**src/rtl/qsys0_avm_pio_master.sv**
```systemverilog
// Avalon-MM single-beat initiator for qsys0 PIO slaves: command/response front end, waitrequest and fixed read latency.
// Optional waitrequest timeout abort is compiled in with AVM_TIMEOUT_EN.
module qsys0_avm_pio_master #(
  parameter int unsigned ADDR_W         = 3,
  parameter int unsigned READ_LATENCY   = 1,
  parameter int unsigned TIMEOUT_CYCLES = 255
) (
  input  logic              clk,
  input  logic              reset,
  input  logic              cmd_valid,
  output logic              cmd_ready,
  input  logic              cmd_write,
  input  logic [ADDR_W-1:0] cmd_address,
  input  logic [31:0]       cmd_wdata,
  output logic              rsp_valid,
  output logic [31:0]       rsp_rdata,
  output logic              rsp_error,
  output logic [ADDR_W-1:0] avm_address,
  output logic              avm_chipselect,
  output logic              avm_write_n,
  output logic              avm_read_n,
  output logic [31:0]       avm_writedata,
  input  logic [31:0]       avm_readdata,
  input  logic              avm_waitrequest
);

  typedef enum logic [2:0] {IDLE, WR, RD, LAT, RESP} state_t;

  localparam logic [2:0] LAT_LAST = 3'(READ_LATENCY - 1);

  state_t     state;
  logic [2:0] lat_cnt;

`ifdef AVM_TIMEOUT_EN
  localparam logic [7:0] TO_LAST = 8'(TIMEOUT_CYCLES - 1);
  logic [7:0] to_cnt;
  logic       rsp_error_q;
  assign rsp_error = rsp_error_q;
`else
  assign rsp_error = 1'b0;
`endif

  always_ff @(posedge clk or posedge reset) begin
    if (reset) begin
      state          <= IDLE;
      lat_cnt        <= '0;
      cmd_ready      <= 1'b0;
      rsp_valid      <= 1'b0;
      rsp_rdata      <= '0;
      avm_address    <= '0;
      avm_chipselect <= 1'b0;
      avm_write_n    <= 1'b1;
      avm_read_n     <= 1'b1;
      avm_writedata  <= '0;
`ifdef AVM_TIMEOUT_EN
      to_cnt         <= '0;
      rsp_error_q    <= 1'b0;
`endif
    end else begin
      rsp_valid <= 1'b0;
      case (state)
        IDLE: begin
          if (cmd_valid && cmd_ready) begin
            cmd_ready      <= 1'b0;
            avm_chipselect <= 1'b1;
            avm_address    <= cmd_address;
`ifdef AVM_TIMEOUT_EN
            to_cnt         <= '0;
`endif
            if (cmd_write) begin
              avm_write_n   <= 1'b0;
              avm_writedata <= cmd_wdata;
              state         <= WR;
            end else begin
              avm_read_n <= 1'b0;
              state      <= RD;
            end
          end else begin
            cmd_ready <= 1'b1;
          end
        end
        WR, RD: begin
          if (!avm_waitrequest) begin
            avm_chipselect <= 1'b0;
            avm_write_n    <= 1'b1;
            avm_read_n     <= 1'b1;
            if (state == WR) begin
              rsp_rdata <= '0;
              rsp_valid <= 1'b1;
              state     <= RESP;
`ifdef AVM_TIMEOUT_EN
              rsp_error_q <= 1'b0;
`endif
            end else if (READ_LATENCY == 0) begin
              rsp_rdata <= avm_readdata;
              rsp_valid <= 1'b1;
              state     <= RESP;
`ifdef AVM_TIMEOUT_EN
              rsp_error_q <= 1'b0;
`endif
            end else begin
              lat_cnt <= LAT_LAST;
              state   <= LAT;
            end
          end
`ifdef AVM_TIMEOUT_EN
          // Abort lands on the edge that completes the TIMEOUT_CYCLES-th stall cycle
          else if (to_cnt == TO_LAST) begin
            avm_chipselect <= 1'b0;
            avm_write_n    <= 1'b1;
            avm_read_n     <= 1'b1;
            rsp_rdata      <= '0;
            rsp_error_q    <= 1'b1;
            rsp_valid      <= 1'b1;
            state          <= RESP;
          end else begin
            to_cnt <= to_cnt + 8'd1;
          end
`endif
        end
        LAT: begin
          if (lat_cnt == '0) begin
            rsp_rdata <= avm_readdata;
            rsp_valid <= 1'b1;
            state     <= RESP;
`ifdef AVM_TIMEOUT_EN
            rsp_error_q <= 1'b0;
`endif
          end else begin
            lat_cnt <= lat_cnt - 3'd1;
          end
        end
        RESP: begin
          cmd_ready <= 1'b1;
          state     <= IDLE;
        end
        default: state <= IDLE;
      endcase
    end
  end

endmodule
```
**config.mk**
```make
export PLATFORM = sky130hd
export DESIGN_NAME = qsys0_avm_pio_master
export DESIGN_NICKNAME = d
export VERILOG_FILES = /design/src/rtl/qsys0_avm_pio_master.sv
export SDC_FILE = /design/constraint.sdc
export NUM_CORES = 1
export LEC_CHECK = 0
export ABC_CLOCK_PERIOD_IN_PS = 5900
export CORE_MARGIN = 2
export CORE_UTILIZATION = 45
export DETAILED_ROUTE_END_ITERATION = 16
export GPL_TIMING_DRIVEN = 0
export PLACE_DENSITY = 0.9
export SKIP_LAST_GASP = 1
export SYNTH_ARGS = -nofsm -noshare
export SYNTH_HDL_FRONTEND = slang
export SYNTH_SLANG_ARGS = --single-unit
```
**constraint.sdc**
```tcl
create_clock -name clk -period 5.9 [get_ports clk]
set_clock_uncertainty 0.15 [all_clocks]
set_input_delay 1.18 -clock clk [delete_from_list [all_inputs] [get_ports clk]]
set_output_delay 1.18 -clock clk [all_outputs]
set_load 0.1 [all_outputs]
```
Yosys cells after proc, flatten, opt, wreduce, memory -nomap -nowiden
Cells that the tools add are included.
{"block": "totals", "regBits": 78, "inputBits": 72, "out_inout_bits": 73, "word_cells": 68}
{"block": "op_classes", "addsub": 1, "n_eq_ne": 12, "mux": 30, "reduce_logical": 15}
{"operator": "2-to-1 mux 32 bit", "count": 3}
{"operator": "case mux 32 bit (2 select lines)", "count": 1}
{"operator": "2-to-1 mux 3 bit", "count": 7}
{"operator": "inequality test 2 bit, second input constant", "count": 8}
{"operator": "AND reduction 4 bit", "count": 4}
{"operator": "2-to-1 mux 1 bit", "count": 11}
{"operator": "case mux 1 bit (2 select lines)", "count": 5}
{"operator": "case mux 3 bit (3 select lines)", "count": 1}
{"operator": "AND reduction 3 bit", "count": 3}
{"operator": "equality test 3 x 2 -> 1 bit, second input constant", "count": 2}
{"operator": "logical NOT 3 bit", "count": 2}
{"operator": "case mux 3 bit (2 select lines)", "count": 1}
{"operator": "nonzero test 2 bit", "count": 3}
{"operator": "equality test 3 x 1 -> 1 bit, second input constant", "count": 1}
{"operator": "equality test 3 bit, second input constant", "count": 1}
{"operator": "subtractor 3 x 1 -> 3 bit, second input constant", "count": 1}
{"operator": "2-to-1 mux 2 bit", "count": 1}
{"operator": "AND reduction 2 bit", "count": 1}
{"operator": "OR reduction 2 bit", "count": 1}
{"operator": "logical AND 1 bit", "count": 1}

Logic depth before layout (Yosys ltp)
{"block": "logic_depth", "word_depth": 4, "ltp_mapped": 8, "mapped_depth_nobuf": 6}

Worst setup path before layout
No wires, ideal clock.
{"block": "synth_timing", "path_kind": "register -> output", "from": "reg cmd_ready", "to": "out cmd_ready", "t_arrival_ns": 0.940, "required_time_ns": 4.570, "setup_slack_ns": 3.630, "stages_incl_launch_ff": 1, "n_path_buf": 0, "cell_sequence": "dfrtp_1"}
{"item": "start, declared", "line": "11", "text": "output logic cmd_ready,"}
{"item": "start signal, assigned", "line": "47", "text": "cmd_ready <= 1'b0;"}
{"item": "start signal, assigned", "line": "64", "text": "cmd_ready <= 1'b0;"}
{"item": "start signal, assigned", "line": "79", "text": "cmd_ready <= 1'b1;"}
No word-level cell between the ends.

Worst setup path after layout
{"block": "layout_timing", "from": "reg avm_read_n", "to": "out avm_read_n"}
{"item": "start, declared", "line": "21", "text": "output logic avm_read_n,"}
{"item": "start signal, assigned", "line": "53", "text": "avm_read_n <= 1'b1;"}
{"item": "start signal, assigned", "line": "75", "text": "avm_read_n <= 1'b0;"}
{"item": "start signal, assigned", "line": "86", "text": "avm_read_n <= 1'b1;"}
No word-level cell between the ends.

==> run_results.csv <==
group,metric,value,unit
layout,num-nets-final,446,
layout,multi_input_area,1090,um2
min_path,min_path_type,"reg -> reg",
placement,port_buffers,143,
timing,hold_viol_final,0,
drt,routed_via_density,4.909,
logic_synthesis,synthSimpleGateAreaFrac,0.04681,
drt,wirelength,7505,um
timing,period_minus_slack,3.343,ns
timing,worst_pin_slew,0.9988,ns
run_status,status,"finished, final reports clean",
die,die_area,7756,um2
cts,ctsResizeCount,0,
cts,cts_buffers,9,
grt,grt_usage,0.1983,
die,initial_core_util,0.4656,
logic_synthesis,synth_compound_area_frac,0.1255,
job,maxCapViolCount,0,
worst_setup_path,cp_slowest_cell,"clkdlybuf4s50_1",
placement,place_area,4755,um2
logic_synthesis,avgSynthCellArea,14.66,um2
grt,gr-usage-met3,0.05372,
drt,drc,0,
logic_synthesis,synth-main-ff-cell,"dfrtp_1",
logic_synthesis,yosys-top-cells-area,"dfrtp_1 60%, mux2_4 14%, a22o_1 9.6%, mux2_2 2.1%, dfstp_2 1.7%",
worst_setup_path,path_cells,"clkdlybuf4s50_1",
layout,drive_gt1_frac,0.1883,
worst_setup_path,worstSetupEndpointType,"output pin",
cts,clock_latency,0.34,ns
worst_setup_path,crit_start,"avm_read_n",
drt,dr.pass1.iters,6,
worst_setup_path,crit_path_max_incr_delay,1.13,ns
cts,clock_sinks,78,
drt,ant_nets,0,
logic_synthesis,synth_cells,217,
layout,diodes,0,
worst_setup_path,crit_required,4.57,ns
logic_synthesis,syn-num-nets,291,
cts,cts_root_buffer,"clkbuf_8",
cts,htreeDepth,3,
grt,globalRouteOverflowTotal,0,
logic_synthesis,synth_fa_ha_area_frac,0.007868,
grt,use_met2,0.3278,
layout,area_growth,56.22,%
grt,grt_max_degree,45,
timing,fmax,0.2992,GHz
timing,maxSlewViolCount,0,
worst_setup_path,crit_fanout,3,
logic_synthesis,synthMuxAreaShare,0.1613,
worst_setup_path,cp.arrival,2.01,ns
drt,routed-via-count,2322,
placement,dp_hpwl,5635,um
timing,relSlewSlack,0.3321,
timing,setup_viol,0,
timing,finalSetupTns,0,ns
die,fp.coreArea,6832,um2
logic_synthesis,synth_top_family_by_area,"multiplexers",
logic_synthesis,synth_area_leader_cell,"dfrtp_1",
layout,fillers,484,
die,die_y,88.07,um
grt,antenna_found_initial,0,
logic_synthesis,synth-edff-count,0,
layout,stdcell_area,4969,um2
die,io-pin-count,145,
die,die_x,88.07,um
logic_synthesis,ys_types,33,
layout,regArea,1954,um2
logic_synthesis,synth.ff_latch_count,78,
logic_synthesis,synthesis.area,3181,um2
timing,rsz0062_at_grt,"no",
cts,ctsHoldBuffers,0,
logic_synthesis,synth_top_area_frac,0.5980,
worst_setup_path,cp_num_buf_inv,1,
grt,grt_pass1_wl,11810,um
timing,fin_crit_sh,0.5665,
min_path,min_from,"avm_chipselect",
logic_synthesis,ys_seq_area_frac,0.6145,
grt,top_usage_layer,"met2",
die,rows,30,
logic_synthesis,ys_warn_count,0,
cts,postCtsSetupRepairBufs,0,
drt,wl_per_cell,15.87,um
worst_setup_path,cpLargestDelayFamily,"buffers and inverters",
cts,cts.clk_slew.worst_paths,0.08,ns
logic_synthesis,async_flop_share,1.000,
worst_setup_path,reg2reg_from,"lat_cnt[0]",
drt,drtIter0Drc,57,
logic_synthesis,synth_xor_xnor_area_share,0,
worst_setup_path,cp-start-kind,"flip-flop",
cts,clock_path_buffers,2,
logic_synthesis,synth_common_cells,"76 x dfrtp_1, 35 x a22o_1, 29 x mux2_4",
grt,grt_pass1_vias,2436,
placement,gp_congestion,0.8429,
logic_synthesis,yosysMostFrequentCell,"dfrtp_1",
grt,grt_use_met1,0.2509,
worst_setup_path,crit_type,"reg -> out",
cts,cts_tree,"yes",
cell type report:
cell class,instances,area share
buffer,16,0.02141
clock buffer,10,0.02569
clock inverter,6,0.01738
inverter,8,0.006547
multi-input combinational,115,0.2193
sequential,78,0.3934
tap,96,0.02418
timing repair buffer,144,0.2921
state kept, by name, indices dropped and copies added (netlist names):
register        count
avm_address         3
avm_chipselect      1
avm_read_n          1
avm_write_n         1
avm_writedata      32
cmd_ready           1
lat_cnt             3
rsp_rdata          32
rsp_valid           1
state               3
placed cells by master (no fill, tap or decap), types with 2 or more instances in the layout:
cell / netlist / layout
clkdlybuf4s50_1: 0 / 143
dfrtp_1: 76 / 76
a22o_1: 35 / 35
mux2_4: 29 / 29
clkbuf_8: 0 / 9
nor2_1: 8 / 8
buf_2: 7 / 7
inv_1: 8 / 7
mux2_2: 6 / 6
o21ai_0: 6 / 6
nand2_1: 5 / 5
buf_6: 4 / 4
clkbuf_1: 3 / 4
nand2b_1: 3 / 3
and3_1: 2 / 2
o22ai_1: 2 / 2
buf_4: 2 / 2
nand3_1: 2 / 2
ha_1: 2 / 2
dfstp_2: 2 / 2
clkinv_2: 0 / 2
bufinv_16: 0 / 2
metal layers:
metal	wire length [um]	up-vias
met1	3207	1126
met5	0	-
met3	575	11
met4	102	0
met2	3620	103
li1	-	1082
cell families (layout without fill, tap and decap cells):
logic type	after synthesis	after routing
mux	36	36
fa+ha+maj	2	2
flops	78	78
other cells	1	1
simple gates	27	27
buf+inv	24	184
compound gates	49	49
per-stage QoR:
| stage | utilization | hold WS (ns) | std cells | setup WS (ns) |
|---|---|---|---|---|
| floorplan | - | 0.3230 | 217 | 2.578 |
| global placement | 0.6927 | 0.3130 | 456 | 1.402 |
| detailed placement | 0.6960 | 0.3208 | 457 | 2.920 |
| CTS | 0.7273 | 0.3401 | 473 | 2.529 |
| global route | 0.7273 | 0.3720 | 473 | 2.513 |
| finish | 0.7273 | 0.3355 | 473 | 2.557 |
worst paths after layout:
path                            cells after the start           endpoint  slack [ns]
worst max-delay path                                1         avm_read_n        2.56
worst min-delay path                                1     avm_chipselect        0.34
worst max register to register                      8      rsp_rdata[25]        3.88
worst min register to register                      1     avm_chipselect        0.34
max in group asynchronous                           3         avm_read_n        3.92
min in group asynchronous                           2  avm_writedata[26]        1.06
Power is left out: the tool's default activity adds up to more than one toggle a clock period on the data nets, which glitch-free logic cannot reach.
